$ cat config.mk
export PLATFORM = sky130hd
export DESIGN_NAME = serial_bit_feeder
export DESIGN_NICKNAME = d
export VERILOG_FILES = /design/src/rtl/serial_bit_feeder.sv
export SDC_FILE = /design/constraint.sdc
export NUM_CORES = 1
export LEC_CHECK = 0
export CORE_AREA = 2 2 45 64
export CTS_BUF_LIST = sky130_fd_sc_hd__clkbuf_16
export DETAILED_ROUTE_END_ITERATION = 8
export DIE_AREA = 0 0 47 66
export PLACE_DENSITY = 0.7
export SLEW_MARGIN = 20
export SYNTH_ARGS = -nofsm -noshare
export SYNTH_HDL_FRONTEND = slang
export SYNTH_SLANG_ARGS = --single-unit
$ cat constraint.sdc
create_clock -name clk -period 1.4 [get_ports clk]
set_clock_uncertainty 0.1 [all_clocks]
set_input_delay 0.21 -clock clk [delete_from_list [all_inputs] [get_ports clk]]
set_output_delay 0.21 -clock clk [all_outputs]
set_load 0.05 [all_outputs]
$ cat src/rtl/serial_bit_feeder.sv
// Parallel-to-serial word feeder for the sequence detector: valid/ready word intake,
// one-word holding register, one registered payload bit per clock with optional inter-word gap.
module serial_bit_feeder #(
    parameter int   WIDTH      = 8,
    parameter int   MSB_FIRST  = 1,
    parameter logic IDLE_LEVEL = 1'b0,
    parameter int   GAP_CYCLES = 0
) (
    input  logic             clk,
    input  logic             reset,
    input  logic [WIDTH-1:0] word_in,
    input  logic             word_valid,
    output logic             word_ready,
    output logic             data_out,
    output logic             bit_valid,
    output logic             word_done,
    output logic             busy
);

    localparam int         CNT_W   = $clog2(WIDTH);
    localparam bit         L_MSB   = (MSB_FIRST != 0);
    localparam bit         HAS_GAP = (GAP_CYCLES != 0);
    localparam logic [3:0] GAP_LD  = 4'(GAP_CYCLES);

    typedef enum logic [1:0] {S_IDLE, S_SHIFT, S_GAP} state_t;

    state_t             r_state;
    logic [WIDTH-1:0]   r_sh;
    logic [WIDTH-1:0]   r_hold;
    logic               r_hold_full;
    logic [CNT_W-1:0]   r_cnt;
    logic [3:0]         r_gcnt;
    logic               r_data_out;
    logic               r_bit_valid;
    logic               r_word_done;

    logic               w_xfer;
    logic               w_last;
    logic               w_gap_end;
    logic               w_slot;
    logic               w_load_hold;
    logic               w_load_in;
    logic               w_load;
    logic               w_hold_wr;
    logic [WIDTH-1:0]   w_load_word;
    logic               w_first;
    logic [WIDTH-1:0]   w_rest;

    assign w_xfer      = word_valid & ~r_hold_full;
    assign w_last      = (r_state == S_SHIFT) && (r_cnt == '0);
    assign w_gap_end   = (r_state == S_GAP) && (r_gcnt == 4'd1);
    // A new word may enter sh: from idle, right after a last bit (no gap), or at gap end.
    assign w_slot      = (r_state == S_IDLE) | (w_last & ~HAS_GAP) | w_gap_end;
    assign w_load_hold = w_slot & r_hold_full;
    assign w_load_in   = w_slot & ~r_hold_full & w_xfer;
    assign w_load      = w_load_hold | w_load_in;
    assign w_hold_wr   = w_xfer & ~w_load_in;
    assign w_load_word = r_hold_full ? r_hold : word_in;
    assign w_first     = L_MSB ? w_load_word[WIDTH-1] : w_load_word[0];
    assign w_rest      = L_MSB ? (w_load_word << 1) : (w_load_word >> 1);

    always_ff @(posedge clk or posedge reset) begin
        if (reset) begin
            r_state     <= S_IDLE;
            r_sh        <= '0;
            r_hold      <= '0;
            r_hold_full <= 1'b0;
            r_cnt       <= '0;
            r_gcnt      <= '0;
            r_data_out  <= IDLE_LEVEL;
            r_bit_valid <= 1'b0;
            r_word_done <= 1'b0;
        end else begin
            if (w_hold_wr) begin
                r_hold      <= word_in;
                r_hold_full <= 1'b1;
            end else if (w_load_hold) begin
                r_hold_full <= 1'b0;
            end

            if (w_load) begin
                r_state     <= S_SHIFT;
                r_sh        <= w_rest;
                r_cnt       <= CNT_W'(WIDTH - 1);
                r_data_out  <= w_first;
                r_bit_valid <= 1'b1;
                r_word_done <= 1'b0;
            end else begin
                case (r_state)
                    S_SHIFT: begin
                        if (r_cnt != '0) begin
                            r_data_out  <= L_MSB ? r_sh[WIDTH-1] : r_sh[0];
                            r_sh        <= L_MSB ? (r_sh << 1) : (r_sh >> 1);
                            r_cnt       <= r_cnt - CNT_W'(1);
                            r_word_done <= (r_cnt == CNT_W'(1));
                        end else begin
                            r_data_out  <= IDLE_LEVEL;
                            r_bit_valid <= 1'b0;
                            r_word_done <= 1'b0;
                            if (HAS_GAP) begin
                                r_state <= S_GAP;
                                r_gcnt  <= GAP_LD;
                            end else begin
                                r_state <= S_IDLE;
                            end
                        end
                    end
                    S_GAP: begin
                        r_gcnt <= r_gcnt - 4'd1;
                        if (r_gcnt == 4'd1) r_state <= S_IDLE;
                    end
                    default: ;
                endcase
            end
        end
    end

    assign word_ready = ~r_hold_full;
    assign data_out   = r_data_out;
    assign bit_valid  = r_bit_valid;
    assign word_done  = r_word_done;
    assign busy       = (r_state != S_IDLE) | r_hold_full;

endmodule

==> results.yml, run 1 <==
outcome:
  status: "finished, violations left"
  failed_checks: "setup timing"
global_routing:
  grt_first_pass_wirelength_mm: 3.86
  first_global_vias: 888
  grt_start_max_net_pins: 24
  antenna_found_initial: 0
  overflow: 0
  grt_usage: 0.178
setup_path:
  cp_num_buf_inv: 2
  arrival_ns: 1.20
  r2r_cells: 5
  path_depth: 3
  path_max_fanout: 4
  startpoint_type: "flop"
  path_class: "reg2out"
  critPathRequiredTime_ns: 1.09
  crit_path_end_kind: "primary output"
  crit_chain: "buf_6 -> or2_4 -> buf_12"
  critPathSlowestCell: "dfrtp_2"
  critPathMaxStageDelay_ns: 0.44
  cp_top_family: "flip-flops"
logic_synthesis:
  synth_compound_gate_area_share: 0.104
  yosys.area_share.xor_xnor: 0
  synth_mux_area_frac: 0.200
  yosysWarnings: 0
  ys_ff_latch: 23
  ys_types: 26
  netlist_instances: 99
  synth_area_per_cell_um2: 11.5
  synth_top_family_by_area: "multiplexers"
  syn-num-nets: 113
  synthAdderAreaFrac: 0.0329
  yosys.area_share.simple: 0.115
  synth.yosys.seq_area_share: 0.504
  syn_area_mm2: 0.00114
drt:
  firstDrtPassIters: 4
  remaining_drc_errors: 0
  routedWlPerCell_um: 13.7
  antenna_left: 0
  drtIter0Drc: 29
  vias: 844
  vias_per_cell: 4.99
  routed_wl_mm: 2.32
placement:
  gp_congestion: 0.702
  hpwl_mm: 1.69
  placed_cell_area_mm2: 0.00149
  port_buffers: 15
  dpl.cell_count: 163
timing:
  worst_slack_ns: -0.113
  period_minus_slack_ns: 1.51
  min_period_over_period: 1.08
  fmax_mhz: 661
  tightest_slew_ns: 0.375
  final_max_slew_viol_count: 0
  finalSetupViolations: 15
  fin_hold_ws_ns: 0.214
  hold_viol: 0
  maxSlewHeadroom: 0.747
  grt_setup_unrepaired: "yes"
floorplan:
  coreArea_mm2: 0.00253
  die_y_um: 66
  initial_core_util: 0.451
  io_pins: 16
  rows: 22
  die_w_um: 47
  dieArea_mm2: 0.00310
clocking:
  cts_buffer_depth: 2
  tritoncts: "built"
  cts_sinks: 23
  cts.reportedPaths.clkPinSlew_ns: 0.06
  cts_buffers: 3
  cts_max_level: 1
  worstSkewPairLatency_ns: 0.26
  ctsHoldBuffers: 0
  root_buffer: "clkbuf_16"
layout:
  n_antenna_cell: 0
  instances_no_fill: 169
  final_core_util: 0.650
  fill_cells: 207
  syn_to_final_growth_pct: 44.1
  drive_above_1_share: 0.444
  fin_nets: 148
  fin_area_mm2: 0.00165
power:
  p_leak_nw: 0.739
  powerDensity_mw_per_mm2: 2070
  vdd_ir_drop_max_mv: 1.62
  power_mw: 3.41
job:
  cap_viol_max_count: 0
hold_path:
  hold_path.class: "in2async"
==> kinds of logic (layout without fill, tap and decap cells) <==
group / Yosys count / in the layout
and+or+nand+nor: 23 / 23
DFF: 23 / 23
adders and majority gates: 3 / 3
AOI/OAI and AO/OA: 19 / 19
muxes: 21 / 21
buffers and inverters: 10 / 44
==> layout make-up <==
cell class / instances / area [um^2] / area share
Sequential cell: 23 / 578 / 0.351
Inverter: 5 / 22.5 / 0.0137
Timing Repair Buffer: 35 / 349 / 0.212
Clock inverter: 1 / 5.00 / 0.00304
Tap cell: 36 / 45.0 / 0.0274
Clock buffer: 3 / 75.1 / 0.0456
Multi-Input combinational cell: 66 / 572 / 0.347
==> path summary, 6_finish.rpt <==
check,start,to,slack (ns)
worst max-delay path,r_hold_full,busy,-0.11
worst min-delay path,reset,r_sh[3],0.21
max in group asynchronous,reset,r_state[0],0.74
min in group clk,r_sh[6],r_sh[7],0.40
worst max register to register,r_cnt[0],r_hold[0],-0.04
worst min register to register,r_sh[6],r_sh[7],0.40
==> cell usage after synthesis, drive strengths merged <==
| library cell | n | area (um^2) |
|---|---|---|
| a2111oi | 1 | 15.0 |
| a21o | 1 | 7.51 |
| a21oi | 4 | 20.0 |
| a22oi | 2 | 15.0 |
| a31oi | 2 | 12.5 |
| and2 | 1 | 6.26 |
| and3 | 1 | 6.26 |
| buf | 5 | 31.3 |
| dfrtp | 23 | 576 |
| ha | 3 | 37.5 |
| inv | 5 | 18.8 |
| mux2 | 15 | 169 |
| mux2i | 6 | 60.1 |
| nand2 | 12 | 52.6 |
| nand2b | 1 | 6.26 |
| nand3 | 1 | 17.5 |
| nand4b | 1 | 8.76 |
| nor2 | 2 | 7.51 |
| nor2b | 1 | 6.26 |
| nor3 | 1 | 5.00 |
| nor4b | 1 | 8.76 |
| o21ai | 8 | 40.0 |
| o22a | 1 | 8.76 |
| or2 | 1 | 6.26 |
==> power by group <==
part	leakage [nW]	internal, mW	total (mW)	switching, mW
sequential	0.278	0.944	1.11	0.170
clock	0.0409	0.384	0.617	0.233
combinational	0.420	0.915	1.67	0.759
total	0.739	2.24	3.41	1.16
==> cell usage in the layout (no fill, tap or decap), types with 3 or more instances in the layout <==
master	synthesis	layout
nand2_1	11	11
clkdlybuf4s50_1	0	10
dfrtp_1	23	21
o21ai_0	8	7
buf_12	0	4
mux2_2	15	15
buf_6	1	3
a21oi_1	4	4
mux2i_1	6	6
buf_4	0	18
clkbuf_16	0	3
==> registers in the layout, indices dropped and copies added, names as in the netlist <==
name / cells
r_sh: 7
word_done: 1
bit_valid: 1
data_out: 1
r_state: 1
r_hold_full: 1
r_cnt: 3
r_hold: 8
==> layer usage <==
layer / wire length (um) / part of all wire / global-route usage
met5: 0 / 0 / 0
met2: 1310 / 0.56 / 0.310
met1: 911 / 0.39 / 0.195
met4: 47 / 0.020 / 0.0938
met3: 55 / 0.024 / 0.0273
==> stage by stage <==
step	setup slack [ns]	TNS, ns
after global placement	-0.264	-4.48
after floorplan	-0.117	-1.63
after CTS	-0.109	-0.722
after detailed placement	-0.306	-5.34
after global routing	-0.138	-1.57
final	-0.113	-0.413
==> worst min-delay path, stage by stage <==
cell	delay [ns]
clkdlybuf4s50_1	0.41
inv_1	0.06
buf_4	0.29
==> repair_timing <==
item,CTS,global route
setup endpoints to repair,23,20
buffers inserted,1,1
pin swaps,3,1
gates resized for setup,9,8
Power figures use the tool's default switching activity.
==> run 2, diff against run 1 <==
Settings changed: ABC_AREA from default to 1, CORE_AREA 2 2 45 64 to 2 2 46 64, DIE_AREA 0 0 47 66 to 0 0 48 66, PLACE_DENSITY 0.7 to 0.72.
==> run 2 against run 1 <==
The flow still finishes with violations (setup timing); largest power group unchanged; cell count is 26% higher; largest cell class unchanged; area after synthesis increased by 4.1%; sequential power hardly changed; combinational power grew 18%; sequential share of layout area down 0.71 points; highest routed layer unchanged.
==> results.yml, run 2 <==
outcome:
  status: "finished, violations left"
  failed_checks: "setup timing"
layout:
  final_core_util: 0.643
  fill_cells: 193
  final_common_cell: "nand2_1"
  largest_reg_flops: 8
  fin_area_mm2: 0.00168
  drive_above_1_share: 0.260
  layout_common_cells: "54 x nand2_1, 21 x nand3_1, 21 x dfrtp_1, 17 x buf_4"
  syn_to_final_growth_pct: 41.4
  reg_top3: "r_hold x8, r_sh x7, r_cnt x3"
  fin_nets: 192
  top_register: "r_hold"
  n_antenna_cell: 0
placement:
  hpwl_mm: 1.96
  pre_cts_ws_ns: -0.127
  gp_congestion: 0.727
  placed_cell_area_mm2: 0.00147
  port_buffers: 15
logic_synthesis:
  ys_ff_latch: 23
  syn-num-nets: 156
  ys.flop_type: "dfrtp_1"
  synth_common_cells: "54 x nand2_1, 23 x dfrtp_1, 22 x nand3_1, 14 x o21ai_0, 10 x inv_1"
  yosysWarnings: 0
  netlist_instances: 142
  yosysTopAreaCell: "dfrtp_1"
  syn_area_mm2: 0.00119
  synth.area.top_cells: "dfrtp_1 48%, nand2_1 17%, nand3_1 9.3%, o21ai_0 5.9%, buf_6 3.8%"
  synth_edf_count: 0
  async_flop_share: 1.00
  synth.yosys.seq_area_share: 0.484
  synthDominantCellAreaShare: 0.484
  yosysMostFrequentCell: "nand2_1"
  ys_types: 14
  synth_area_per_cell_um2: 8.37
setup_path:
  cp_top_family: "flip-flops"
  path_max_fanout: 8
  path_depth: 7
  cp_num_buf_inv: 2
  path_class: "reg2reg"
  cpMostUsedCell: "nand2_8"
  critPathSlowestCell: "dfrtp_1"
  arrival_ns: 1.45
  crit_path_end_kind: "flop"
  crit_chain: "inv_2 -> ha_4 -> nand2_8 -> nand2_8 -> clkinvlp_4 -> nand2_1 -> nand3_1"
  critPathMaxStageDelay_ns: 0.39
  r2r_cells: 7
  critPathRequiredTime_ns: 1.43
  startpoint_type: "flop"
clocking:
  cts.reportedPaths.clkPinSlew_ns: 0.06
  cts_max_level: 1
  cts_sinks: 23
  root_buffer: "clkbuf_16"
  cts_buffers: 3
  ctsHoldBuffers: 0
  worstSkewPairLatency_ns: 0.25
  tritoncts: "built"
  cts_buffer_depth: 2
global_routing:
  grt_util_met2: 0.355
  grt_first_pass_wirelength_mm: 4.38
  antenna_found_initial: 0
  grt_start_max_net_pins: 24
  overflow: 0
  first_global_vias: 1065
  grt-busiest-layer: "met2"
  met3_usage: 0.0355
  met1_usage: 0.200
  grt_usage: 0.196
drt:
  remaining_drc_errors: 0
  firstDrtPassIters: 4
  antenna_left: 0
  vias: 1148
  routedWlPerCell_um: 15.1
  routed_wl_mm: 3.21
  vias_per_cell: 5.39
  drtIter0Drc: 43
timing:
  worst_slack_ns: -0.0232
  grt_setup_unrepaired: "yes"
  setup_tns_ns: -0.0233
  maxSlewHeadroom: 0.769
  tightest_slew_ns: 0.345
  min_period_over_period: 1.02
  period_minus_slack_ns: 1.42
  fmax_mhz: 703
  finalSetupViolations: 2
  hold_viol: 0
  final_max_slew_viol_count: 0
  fin_hold_ws_ns: 0.192
floorplan:
  die_w_um: 48
  initial_core_util: 0.455
  rows: 22
  die_y_um: 66
  coreArea_mm2: 0.00262
  io_pins: 16
  dieArea_mm2: 0.00317
job:
  cap_viol_max_count: 0
power:
  vdd_ir_drop_max_mv: 1.01
  p_leak_nw: 0.850
  powerDensity_mw_per_mm2: 2210
hold_path:
  hold_path.class: "in2async"
## run 2: cell count changes after synthesis, sizes merged, moves of 6 or more
| cell | before | now |
|---|---|---|
| nand2 | 12 | 58 |
| nand3 | 1 | 22 |
| mux2 | 15 | 0 |
| inv | 5 | 13 |
| mux2i | 6 | 0 |
| o21ai | 8 | 14 |
## run 2: cell families (layout without fill, tap and decap cells)
logic type,count (synthesis),after routing,synth area share
simple gates,85,87,0.344
flops,23,23,0.484
buf+inv,17,50,0.0811
compound gates,14,14,0.0589
fa+ha+maj,3,3,0.0316
## run 2: worst register-to-register path, cell delays in order (launching register included)
cell and delay [ns]:
dfrtp_1 0.39, inv_2 0.10, ha_4 0.17, nand2_8 0.07
nand2_8 0.12, clkinvlp_4 0.16, nand2_1 0.11, nand3_1 0.08
## run 2: worst paths after layout
kind	from	to	slack (ns)
max	r_cnt[1]	r_sh[2]	-0.02
min	reset	r_hold[3]	0.19
max reg2reg	r_cnt[1]	r_sh[2]	-0.02
min reg2reg	r_hold[2]	r_hold[2]	0.39
max in group asynchronous	reset	r_hold_full	0.76
min in group clk	r_hold[2]	r_hold[2]	0.39
## run 2: per-stage QoR
step                total power, mW  instances
floorplan                      2.12        142
global placement               2.66        198
finish                         3.71        213
detailed placement             2.72        198
global route                   3.94        213
CTS                            3.44        206
## run 2: layer usage
metal,vias to the layer above,part of all wire
met2,60,0.55
met1,547,0.36
met4,0,0.037
met5,-,0
li1,528,-
met3,13,0.052
## run 2: layout make-up
type | count | area (um^2) | area share
inverter | 13 | 55.1 | 0.0328
tap | 36 | 45.0 | 0.0268
sequential | 23 | 578 | 0.344
timing repair buffer | 33 | 348 | 0.207
clock inverter | 1 | 5.00 | 0.00298
multi-input combinational | 104 | 574 | 0.342
clock buffer | 3 | 75.1 | 0.0447
## run 2: report_power, final
part	leakage, nW	switching, mW	internal, mW	total (mW)
logic	0.524	1.11	0.859	1.97
registers	0.285	0.187	0.947	1.13
clock network	0.0409	0.229	0.384	0.613
total	0.850	1.52	2.19	3.71
## run 2: repair_timing
item,CTS,global route
resized for setup,5,10
setup buffers,3,6
cloned,1,1
pin swaps,1,14
endpoints found under the setup margin,11,19
==> run 3, diff against run 2 <==
Settings changed: MAX_ROUTING_LAYER from default to met4.
==> run 3 against run 2 <==
The run still ends with setup timing left; design area unchanged; cell count did not move; count of clock-buffer cells in the layout is the same; first-iteration DRC count is 4.7% lower; non-clock buffer count did not move; worst setup slack got worse by 0.0078 ns; critical path depth did not move; via count fell by 2.2%; global-route usage is 0.48 points higher; power barely moved; sequential power hardly changed; combinational power about the same; largest power group unchanged.
==> results.yml, run 3 (synthesis results as in run 2) <==
layout:
  layout_common_cells: "54 x nand2_1, 21 x nand3_1, 21 x dfrtp_1, 17 x buf_4"
  final_common_cell: "nand2_1"
  instances_no_fill: 213
  drive_above_1_share: 0.260
  n_antenna_cell: 0
  top_register: "r_hold"
  largest_reg_flops: 8
  final_core_util: 0.643
  fin_nets: 192
  fin_area_mm2: 0.00168
  reg_top3: "r_hold x8, r_sh x7, r_cnt x3"
  syn_to_final_growth_pct: 41.4
placement:
  placed_cell_area_mm2: 0.00147
  gp_congestion: 0.736
  hpwl_mm: 1.96
  port_buffers: 15
  pre_cts_ws_ns: -0.127
  dpl.cell_count: 198
clocking:
  root_buffer: "clkbuf_16"
  cts.reportedPaths.clkPinSlew_ns: 0.06
  cts_buffer_depth: 2
  cts_sinks: 23
  worstSkewPairLatency_ns: 0.26
  cts_max_level: 1
  cts_buffers: 3
  ctsHoldBuffers: 0
  tritoncts: "built"
drt:
  vias: 1123
  antenna_left: 0
  routed_wl_mm: 3.19
  drtIter0Drc: 41
  remaining_drc_errors: 0
  firstDrtPassIters: 4
  routedWlPerCell_um: 15.0
  vias_per_cell: 5.27
global_routing:
  grt_util_met2: 0.355
  grt-busiest-layer: "met2"
  antenna_found_initial: 0
  overflow: 0
  grt_first_pass_wirelength_mm: 4.38
  first_global_vias: 1066
  met1_usage: 0.200
  grt_usage: 0.201
  met3_usage: 0.0355
  grt_start_max_net_pins: 24
floorplan:
  io_pins: 16
  rows: 22
  die_w_um: 48
  initial_core_util: 0.455
  die_y_um: 66
  coreArea_mm2: 0.00262
  dieArea_mm2: 0.00317
power:
  power_mw: 3.72
  vdd_ir_drop_max_mv: 1.01
  powerDensity_mw_per_mm2: 2210
  p_leak_nw: 0.850
setup_path:
  r2r-start: "r_cnt[1]"
  crit_path_end: "r_sh[2]"
  worstSetupStartpoint: "r_cnt[1]"
  rr_endpoint: "r_sh[2]"
  path_max_fanout: 8
  arrival_ns: 1.46
  path_class: "reg2reg"
  r2r_cells: 7
  startpoint_type: "flop"
  critPathRequiredTime_ns: 1.43
  rrSetupSlack_ns: -0.03
  crit_path_end_kind: "flop"
timing:
  period_minus_slack_ns: 1.43
  hold_viol: 0
  fmax_mhz: 699
  worst_slack_ns: -0.0310
  final_max_slew_viol_count: 0
  maxSlewHeadroom: 0.768
  grt_setup_unrepaired: "yes"
  min_period_over_period: 1.02
  tightest_slew_ns: 0.347
  finalSetupViolations: 2
outcome:
  failed_checks: "setup timing"
  status: "finished, violations left"
job:
  cap_viol_max_count: 0
hold_path:
  hold_path.class: "in2async"
[run 3: cell counts in the layout (fill, tap and decap cells not counted)]
Identical to the previous run, type by type.
[run 3: power by group]
part	switching, mW	total [mW]	internal (mW)
Combinational	1.11	1.97	0.859
Clock	0.229	0.613	0.384
Sequential	0.188	1.13	0.947
[run 3: what timing repair did]
action	CTS	global route
resized for setup	5	10
cloned	1	1
pin swaps	1	14
endpoints found under the setup margin	11	19
buffers inserted	3	6
[run 3: layout make-up]
cell class                 count  area [um^2]
clock buffer                   3         75.1
clock inverter                 1         5.00
fill                         193          935
inverter                      13         55.1
multi-input combinational    104          574
sequential                    23          578
tap                           36         45.0
timing repair buffer          33          348
[run 3: critical path, stage by stage, from the launching register on]
cell,delay (ns)
dfrtp_1,0.40
inv_2,0.10
ha_4,0.17
nand2_8,0.07
nand2_8,0.12
clkinvlp_4,0.16
nand2_1,0.11
nand3_1,0.09
[run 3: through the flow]
stage	hold slack (ns)	TNS, ns
global placement	0.378	-1.53
CTS	0.209	-0.0159
floorplan	0.112	0
detailed placement	0.389	-1.87
finish	0.194	-0.0334
global route	0.276	-0.642
[run 3: how the worst min path moves through the flow]
stage | from | endpoint | depth (start not counted)
final | reset | r_hold[3] | 3
after global routing | reset | r_hold[7] | 3
after CTS | reset | r_hold[6] | 3
after detailed placement | r_sh[6] | r_sh[7] | 2
after global placement | r_hold[1] | r_hold[1] | 2
after floorplan | reset | bit_valid | 1
[run 3: metal layers]
| metal | share of wire | wire, um | vias to the layer above |
|---|---|---|---|
| li1 | - | - | 528 |
| met3 | 0.033 | 106 | 15 |
| met1 | 0.37 | 1180 | 539 |
| met4 | 0.044 | 141 | 0 |
| met5 | 0 | 0 | - |
| met2 | 0.55 | 1750 | 41 |
